==> src/rtl/regfile_write_arbiter.sv <==
// regfile_write_arbiter
// Owns the single write port of the register file. Two writeback requesters,
// A (ALU) and B (load/external), share the port through round-robin
// arbitration. A clear sequencer can also zero every register, one register
// per cycle. Everything driven toward the register file is registered, so a
// transfer accepted at edge t is committed by the register file at edge t+1.
//
// Ports:
//   Clk, Reset                    clock (rising edge), async active-low reset
//   ReqA_Valid/Addr/Data, Ready   requester A handshake (transfer = Valid & Ready)
//   ReqB_Valid/Addr/Data, Ready   requester B handshake
//   ClearStart                    start a full clear; only looked at in IDLE
//   ClearBusy                     high while the clear sequence is running
//   ClearDone                     one-cycle pulse when the clear finishes
//   WriteEn, Waddr, WrData        registered write port of the register file

module regfile_write_arbiter #(
    parameter int NUM_REGS = 8,
    parameter int ADDR_W   = 3,
    parameter int DATA_W   = 8
) (
    input  logic              Clk,
    input  logic              Reset,
    input  logic              ReqA_Valid,
    input  logic [ADDR_W-1:0] ReqA_Addr,
    input  logic [DATA_W-1:0] ReqA_Data,
    output logic              ReqA_Ready,
    input  logic              ReqB_Valid,
    input  logic [ADDR_W-1:0] ReqB_Addr,
    input  logic [DATA_W-1:0] ReqB_Data,
    output logic              ReqB_Ready,
    input  logic              ClearStart,
    output logic              ClearBusy,
    output logic              ClearDone,
    output logic              WriteEn,
    output logic [ADDR_W-1:0] Waddr,
    output logic [DATA_W-1:0] WrData
);

    typedef enum logic [1:0] {
        IDLE  = 2'd0,
        CLEAR = 2'd1,
        DONE  = 2'd2
    } state_t;

    // One extra counter bit so the last index never aliases with zero when
    // NUM_REGS fills the whole address space.
    localparam logic [ADDR_W:0] LastIdx = (ADDR_W + 1)'(NUM_REGS - 1);

    state_t            state;
    state_t            next_state;
    logic [ADDR_W:0]   counter;
    logic [ADDR_W:0]   next_counter;
    // 1 means B received the most recent grant, so A wins the next contention.
    logic              last_grant;
    logic              grant_a;
    logic              grant_b;

    // State, clear counter and round-robin pointer. The pointer only moves on
    // a real transfer, so a clear leaves it untouched.
    always_ff @(posedge Clk or negedge Reset) begin
        if (!Reset) begin
            state      <= IDLE;
            counter    <= '0;
            last_grant <= 1'b1;
        end else begin
            state   <= next_state;
            counter <= next_counter;
            if (grant_a || grant_b) begin
                last_grant <= grant_b;
            end
        end
    end

    // Next-state logic and combinational grants. A pending ClearStart in IDLE
    // suppresses both grants so the clear takes priority over writebacks.
    always_comb begin
        next_state   = state;
        next_counter = counter;
        grant_a      = 1'b0;
        grant_b      = 1'b0;
        case (state)
            IDLE: begin
                if (ClearStart) begin
                    next_state   = CLEAR;
                    next_counter = '0;
                end else if (ReqA_Valid && ReqB_Valid) begin
                    grant_a = last_grant;
                    grant_b = !last_grant;
                end else begin
                    grant_a = ReqA_Valid;
                    grant_b = ReqB_Valid;
                end
            end
            CLEAR: begin
                next_counter = counter + (ADDR_W + 1)'(1);
                if (counter == LastIdx) begin
                    next_state = DONE;
                end
            end
            DONE: begin
                next_state = IDLE;
            end
            default: begin
                next_state = IDLE;
            end
        endcase
    end

    assign ReqA_Ready = grant_a;
    assign ReqB_Ready = grant_b;
    assign ClearBusy  = (state != IDLE);
    assign ClearDone  = (state == DONE);

    // Registered write port. Address and data hold when nothing is written so
    // the register file inputs only toggle on real writes.
    always_ff @(posedge Clk or negedge Reset) begin
        if (!Reset) begin
            WriteEn <= 1'b0;
            Waddr   <= '0;
            WrData  <= '0;
        end else begin
            case (state)
                IDLE: begin
                    if (grant_a) begin
                        WriteEn <= 1'b1;
                        Waddr   <= ReqA_Addr;
                        WrData  <= ReqA_Data;
                    end else if (grant_b) begin
                        WriteEn <= 1'b1;
                        Waddr   <= ReqB_Addr;
                        WrData  <= ReqB_Data;
                    end else begin
                        WriteEn <= 1'b0;
                    end
                end
                CLEAR: begin
                    WriteEn <= 1'b1;
                    Waddr   <= counter[ADDR_W-1:0];
                    WrData  <= '0;
                end
                default: begin
                    WriteEn <= 1'b0;
                end
            endcase
        end
    end

endmodule

==> config.mk <==
export PLATFORM = sky130hd
export DESIGN_NAME = regfile_write_arbiter
export DESIGN_NICKNAME = d
export VERILOG_FILES = /design/src/rtl/regfile_write_arbiter.sv
export SDC_FILE = /design/constraint.sdc
export NUM_CORES = 1
export LEC_CHECK = 0
export ABC_AREA = 1
export CAP_MARGIN = 20
export CORE_MARGIN = 4
export CORE_UTILIZATION = 42
export DETAILED_ROUTE_END_ITERATION = 7
export GPL_TIMING_DRIVEN = 0
export PLACE_DENSITY = 0.78
export SLEW_MARGIN = 25
export SYNTH_ARGS = -nofsm -noshare
export SYNTH_HDL_FRONTEND = slang
export SYNTH_SLANG_ARGS = --single-unit
==> constraint.sdc <==
create_clock -name Clk -period 1.7 [get_ports Clk]
set_input_delay 0.255 -clock Clk [delete_from_list [all_inputs] [get_ports Clk]]
set_output_delay 0.255 -clock Clk [all_outputs]
set_load 0.005 [all_outputs]
==> out/summary.txt, run 1 <==
Sw frac - 38.9%
# IOs - 43
Mean Syn Cell Area - 7.60 um^2
# DRC - 0
LEAKAGE - 0.000844 uW
Total Routed Length - 2800 um
Via-per-instance ratio - 4.88
PwrDens - 1320 mW/mm^2
Final setup viols - 0
Wire per inst - 12.7 um
Fraction of synthesized area in multiplexers - 0%
Setup TNS - 0 ns
Placer congestion estimate - 0.847
Port bufs - 42
Largest net degree at the start of global routing - 20
XOR/XNOR Fraction of Synth Area - 1.65%
CTS tree - built
Slew Limit Fails - 0
Startpoint class of the critical path - flop
Worst slew margin - 44.1%
Yosys cell types - 23
Global-route wire length before repair - 4710 um
Overall Power - 2150 uW
Antenna Cells - 0
Register area share after synthesis - 44.8%
Die Width - 58.3 um
Final ANT Viol Nets - 0
Cell area after synthesis - 0.00106 mm^2
Die area - 0.00340 mm^2
Min Clock Period, post-route - 1.64 ns
Worst hold path type - input pin to async pin
Largest family of logic cells by synthesized area - simple AND/OR/NAND/NOR gates
Initial core utilization - 45.9%
Synth Area in Adders - 1.18%
Clk sinks - 19
Root Buffer - clkbuf_4
DR iter-0 viols - 16
Clk pin slew, worst setup/hold paths - 0.11 ns
CTS H-tree lvls - 1
Fmax achieved - 0.611 GHz
Final Hold Fails - 0
WP data required - 1.44 ns
Outcome - finished, final reports clean
Max clock buf depth - 2
P&R area growth vs syn - 52.4%
Pint - 1310 uW
Compound-cell area share of the yosys netlist - 8.94%
Clock Latency Late Sink - 0.31 ns
Clock share of power - 10.9%
Area of the core - 0.00232 mm^2
Critical path class - flop to output pin
Initial antenna violation count - 0
Crit path arrival time - 1.38 ns
NumNets Final - 222
Gate power share - 54.3%
CP endpoint kind - output pin
Net switching power - 834 uW
Core Util, Final - 69.9%
VDD IR max - 1070 uV
Hold-fix buffers, CTS - 0
Syn Inst Count - 140
Final Skew - 0.00256 ns
DP HPWL - 2140 um
Period utilization - 96.2%
Vias in the first global route - 1,071
# rows - 17
Yosys reg bits - 19
Synthesized net count - 168
Maxcap violations - 0
Die Ht - 58.3 um
Simple-Gate Fraction of Synth Area - 31.3%
Actual slew at the worst max-slew pin - 0.837 ns
Critical-path maximum fanout - 3
Syn. warnings - 0
GRT Total Usage - 18.4%
Sequential Power Share - 34.8%
CTS Buf Count - 3
Ratio of cells with drive above 1 in the final layout - 16.1%
Via Count - 1,079
RSZ-0062 raised after global routing - false
Overflow after GRT - 0
Pre-Repair DR Iteration Count - 4
-- final timing paths --
path                                   startpoint                    end  slack, ns  cells after the start
max                        last_grant$_DFFE_PN1P_             ReqB_Ready       0.06                      5
min reg2reg                 WrData[4]$_DFFE_PN0P_  WrData[4]$_DFFE_PN0P_       0.50                      2
max in group asynchronous                   Reset      WriteEn$_DFF_PN0_       0.77                      1
min                                         Reset  WrData[7]$_DFFE_PN0P_       0.41                      1
min in group Clk            WrData[4]$_DFFE_PN0P_  WrData[4]$_DFFE_PN0P_       0.50                      2
max reg2reg                last_grant$_DFFE_PN1P_   Waddr[0]$_DFFE_PN0P_       0.15                     10
-- layout by cell type, fill, tap and decap left out --
cell type,instances
buf_4,7
inv_1,20
xor2_1,1
o21ai_0,7
a21oi_4,1
buf_2,1
dfrtp_1,18
o21ai_1,8
clkbuf_4,3
nor2_8,1
nand3_2,1
nor2_1,7
clkdlybuf4s50_1,38
nand2_1,43
xnor2_1,1
clkbuf_2,1
o21ai_2,1
nor2_2,1
nand4_1,2
buf_6,3
dlymetal6s2s_1,1
dfstp_2,1
nand3_1,12
inv_2,4
dlygate4sd2_1,2
nor2_4,1
clkinv_2,1
ha_1,1
or2_2,1
o22ai_1,1
nand2_4,3
-- per-layer routing --
layer | up-vias | wire length (um) | GRT usage, %
met5 | - | 0 | 0
met4 | 0 | 72 | 10.9
met3 | 9 | 107 | 4.61
met2 | 19 | 1510 | 31.3
met1 | 512 | 1110 | 20.6
li1 | 539 | - | -
-- power by group through the flow --
| stage | sequential [uW] | combinational, uW | clock (uW) |
|---|---|---|---|
| after floorplan | 754 | 605 | 0 |
| after global placement | 753 | 1030 | 0 |
| after detailed placement | 763 | 1060 | 0 |
| after CTS | 745 | 1160 | 242 |
| after global routing | 774 | 1290 | 266 |
| final | 748 | 1170 | 233 |
-- cells by family (layout without fill, tap and decap cells) --
group / Yosys count / in the layout
adder cells (fa/ha/maj): 1 / 1
AND/OR/NAND/NOR: 72 / 72
buffers and inverters: 28 / 81
XOR/XNOR: 2 / 2
AO/OA/AOI/OAI: 18 / 18
flip-flops: 19 / 19
-- synth_stat cells (all sizes together) --
master | instances | area, um^2
a21oi | 1 | 5.00
nor2 | 10 | 53.8
dfrtp | 18 | 450
xnor2 | 1 | 8.76
xor2 | 1 | 8.76
dfstp | 1 | 26.3
nand3 | 13 | 70.1
nand2 | 46 | 190
o22ai | 1 | 6.26
o21ai | 16 | 83.8
inv | 24 | 90.1
nand4 | 2 | 12.5
ha | 1 | 12.5
buf | 4 | 38.8
or2 | 1 | 6.26
-- cell type report --
cell class	instances	area (um^2)
multi-input combinational	93	484
buffer	4	38.8
sequential	19	477
inverter	24	90.1
fill	197	698
clock inverter	1	5.00
clock buffer	3	22.5
timing repair buffer	49	468
tap	28	35.0
-- through the flow --
stage          cells  setup WS, ns  hold slack, ns  instance area (um^2)
6_report         221        0.0646           0.414                  1620
2_1_floorplan    140         0.385         -0.0406                  1060
5_1_grt          221       0.00346           0.443                  1620
3_3_place_gp     210        -0.518           0.464                  1520
3_5_place_dp     210        -0.532           0.465                  1520
4_1_cts          220        0.0180           0.425                  1610
-- worst max-delay path, stage by stage, from the launching register on --
cell	delay (ns)
dfstp_2	0.55
buf_4	0.12
a21oi_4	0.05
nand2_4	0.07
inv_1	0.03
dlygate4sd2_1	0.25
-- flip-flops by register name, indices dropped and copies added, names as in the netlist --
signal      flops
WrData          8
counter         4
Waddr           3
state           2
WriteEn         1
last_grant      1
-- timing repair --
item / 4_1_cts / 5_1_grt
cloned: 0 / 0
setup buffers: 6 / 1
gates resized for setup: 8 / 4
endpoints found under the setup margin: 2 / 2
pin swaps: 3 / 2
No activity file was read; power rests on OpenSTA's default activity.
==> run 2, diff against run 1 <==
--- a/config.mk
+++ b/config.mk
@@ -8,11 +8,13 @@
 export ABC_AREA = 1
 export CAP_MARGIN = 20
 export CORE_MARGIN = 4
-export CORE_UTILIZATION = 42
+export CORE_UTILIZATION = 55
 export DETAILED_ROUTE_END_ITERATION = 7
+export DONT_BUFFER_PORTS = 1
 export GPL_TIMING_DRIVEN = 0
-export PLACE_DENSITY = 0.78
+export PLACE_DENSITY = 0.7
 export SLEW_MARGIN = 25
 export SYNTH_ARGS = -nofsm -noshare
 export SYNTH_HDL_FRONTEND = slang
 export SYNTH_SLANG_ARGS = --single-unit
+export TNS_END_PERCENT = 50
==> out/summary.txt, run 2 (synthesis gave the netlist of run 1 again) <==
Outcome - finished, final reports clean (unchanged)
Initial antenna violation count - 0 (unchanged)
Worst hold stages - 2
Root Buffer - clkbuf_4 (unchanged)
Clk sinks - 19 (unchanged)
RSZ-0062 raised after global routing - false (unchanged)
Via Count - 884 (was 1,079)
Final setup viols - 0 (unchanged)
Setup TNS - 0 ns (unchanged)
Actual slew at the worst max-slew pin - 0.860 ns (was 0.837 ns)
Overflow after GRT - 0 (unchanged)
CTS Buf Count - 3 (unchanged)
Worst hold path startpoint - ReqA_Data[5]
Gate power share - 42.7% (was 54.3%)
Pint - 1010 uW (was 1310 uW)
Hold Path Sink - WrData[5]$_DFFE_PN0P_
CTS tree - built (unchanged)
Min Clock Period, post-route - 1.54 ns (was 1.64 ns)
CTS H-tree lvls - 1 (unchanged)
GRT Total Usage - 18.2% (was 18.4%)
Net switching power - 734 uW (was 834 uW)
Commonest non-fill, non-tap cell in the layout - nand2_1 (unchanged)
PwrDens - 1540 mW/mm^2 (was 1320 mW/mm^2)
Commonest non-fill, non-tap cells in the layout - 43 x nand2_1, 20 x inv_1, 18 x dfrtp_1 (was 43 x nand2_1, 38 x clkdlybuf4s50_1, 20 x inv_1)
P&R area growth vs syn - 6.59% (was 52.4%)
Initial core utilization - 59.6% (was 45.9%)
LEAKAGE - 0.000626 uW (was 0.000844 uW)
Registers with the most flip-flops - WrData x8, counter x4, Waddr x3 (unchanged)
Final ANT Viol Nets - 0 (unchanged)
Period utilization - 90.7% (was 96.2%)
NumNets Final - 174 (was 222)
Max reg flops - 8 (unchanged)
Port bufs - 0 (was 42)
# DRC - 0 (unchanged)
Antenna Cells - 0 (unchanged)
Core Util, Final - 63.6% (was 69.9%)
Final Hold Fails - 0 (unchanged)
DP HPWL - 1750 um (was 2140 um)
Critical path class - flop to output pin (unchanged)
Fin Hold WS - 0.149 ns (was 0.414 ns)
Placed instance area - 0.00109 mm^2 (was 0.00152 mm^2)
Clock Latency Late Sink - 0.29 ns (was 0.31 ns)
Reg2reg start - last_grant$_DFFE_PN1P_ (unchanged)
# rows - 15 (was 17)
Worst slew margin - 42.5% (was 44.1%)
Placer congestion estimate - 0.751 (was 0.847)
Setup crit start - last_grant$_DFFE_PN1P_ (unchanged)
Fmax achieved - 0.649 GHz (was 0.611 GHz)
Placed cell count - 165 (was 210)
Biggest register - WrData (unchanged)
Maxcap violations - 0 (unchanged)
Final Skew - 0.00109 ns (was 0.00256 ns)
Die Width - 52.0 um (was 58.3 um)
# IOs - 43 (unchanged)
Clock share of power - 12.8% (was 10.9%)
Critical-path maximum fanout - 7 (was 3)
Post-route cell area - 0.00113 mm^2 (was 0.00162 mm^2)
Pre-Repair DR Iteration Count - 4 (unchanged)
Global-route wire length before repair - 3660 um (was 4710 um)
Vias in the first global route - 847 (was 1,071)
Slew Limit Fails - 0 (unchanged)
Sw frac - 42.0% (was 38.9%)
Largest net degree at the start of global routing - 20 (unchanged)
WP data required - 1.44 ns (about the same)
Reg2reg path depth - 9 (was 10)
Worst hold path type - input pin to flop (was input pin to async pin)
Worst reg2reg path endpoint - Waddr[0]$_DFFE_PN0P_ (unchanged)
Ratio of cells with drive above 1 in the final layout - 13.8% (was 16.1%)
Clk pin slew, worst setup/hold paths - 0.10 ns (was 0.11 ns)
Wire per inst - 13.3 um (was 12.7 um)
Crit path arrival time - 1.29 ns (was 1.38 ns)
Final cell count without fillers - 170 (was 221)
Max clock buf depth - 2 (unchanged)
Sequential Power Share - 44.5% (was 34.8%)
Via-per-instance ratio - 5.20 (was 4.88)
Total Routed Length - 2260 um (was 2800 um)
Area of the core - 0.00178 mm^2 (was 0.00232 mm^2)
Postcts setup bufs - 0 (was 6)
VDD IR max - 895 uV (was 1070 uV)
Startpoint class of the critical path - flop (unchanged)
Reg2Reg Setup Slack - 0.27 ns (was 0.15 ns)
Die area - 0.00270 mm^2 (was 0.00340 mm^2)
CP endpoint kind - output pin (unchanged)
DR iter-0 viols - 7 (was 16)
Die Ht - 52.0 um (was 58.3 um)
-- run 2: how the worst max path moves through the flow --
stage | cells after the start | slack, ns | to
after floorplan | 9 | 0.39 | Waddr[0]$_DFFE_PN0P_
after global placement | 8 | 0.23 | Waddr[2]$_DFFE_PN0P_
after detailed placement | 8 | 0.21 | Waddr[2]$_DFFE_PN0P_
after CTS | 4 | 0.02 | ReqA_Ready
after global routing | 4 | 0.06 | ReqA_Ready
final | 4 | 0.16 | ReqA_Ready
-- run 2: metrics by stage --
| stage | worst slack, ns | power, uW |
|---|---|---|
| floorplan | 0.385 | 1360 |
| global placement | 0.231 | 1490 |
| detailed placement | 0.206 | 1530 |
| CTS | 0.0194 | 1760 |
| global route | 0.0617 | 1910 |
| finish | 0.159 | 1750 |
-- run 2: routing by layer --
layer  vias up  track usage [%]  wire length, um  part of all wire (%)
li1        447                -                -                     -
met1       405             23.6              985                    44
met2        27             29.1             1090                    48
met3         5             4.58              147                   6.5
met4         0             6.99               34                   1.5
met5         -                0                0                     0
-- run 2: critical path, cell delays in order (launching register included) --
cell and delay (ns):
dfstp_2 0.55, inv_1 0.05, nand2_1 0.05, nand2_1 0.05, nor2_2 0.29
-- run 2: power by group through the flow --
stage | Clock, uW | Combinational, uW | Sequential, uW
after global placement | 0 | 705 | 782
final | 224 | 746 | 777
after floorplan | 0 | 605 | 754
after CTS | 230 | 753 | 780
after detailed placement | 0 | 737 | 790
after global routing | 251 | 861 | 797
-- run 2: area by class of cell --
class                   instances  area [um^2]
inverters                      24         90.1
fillers                       174          649
clock buffers                   4         26.3
well taps                      25         31.3
repair buffers                  1         10.0
plain buffers                   4         38.8
multi-input cells              93          460
flip-flops and latches         19          477
-- run 2: repair_timing --
item | in CTS | in global routing
endpoints found under the hold margin | 19 | 0
setup endpoints to repair | 0 | 3
hold buffers | 1 | 0
gates resized for setup | 0 | 1
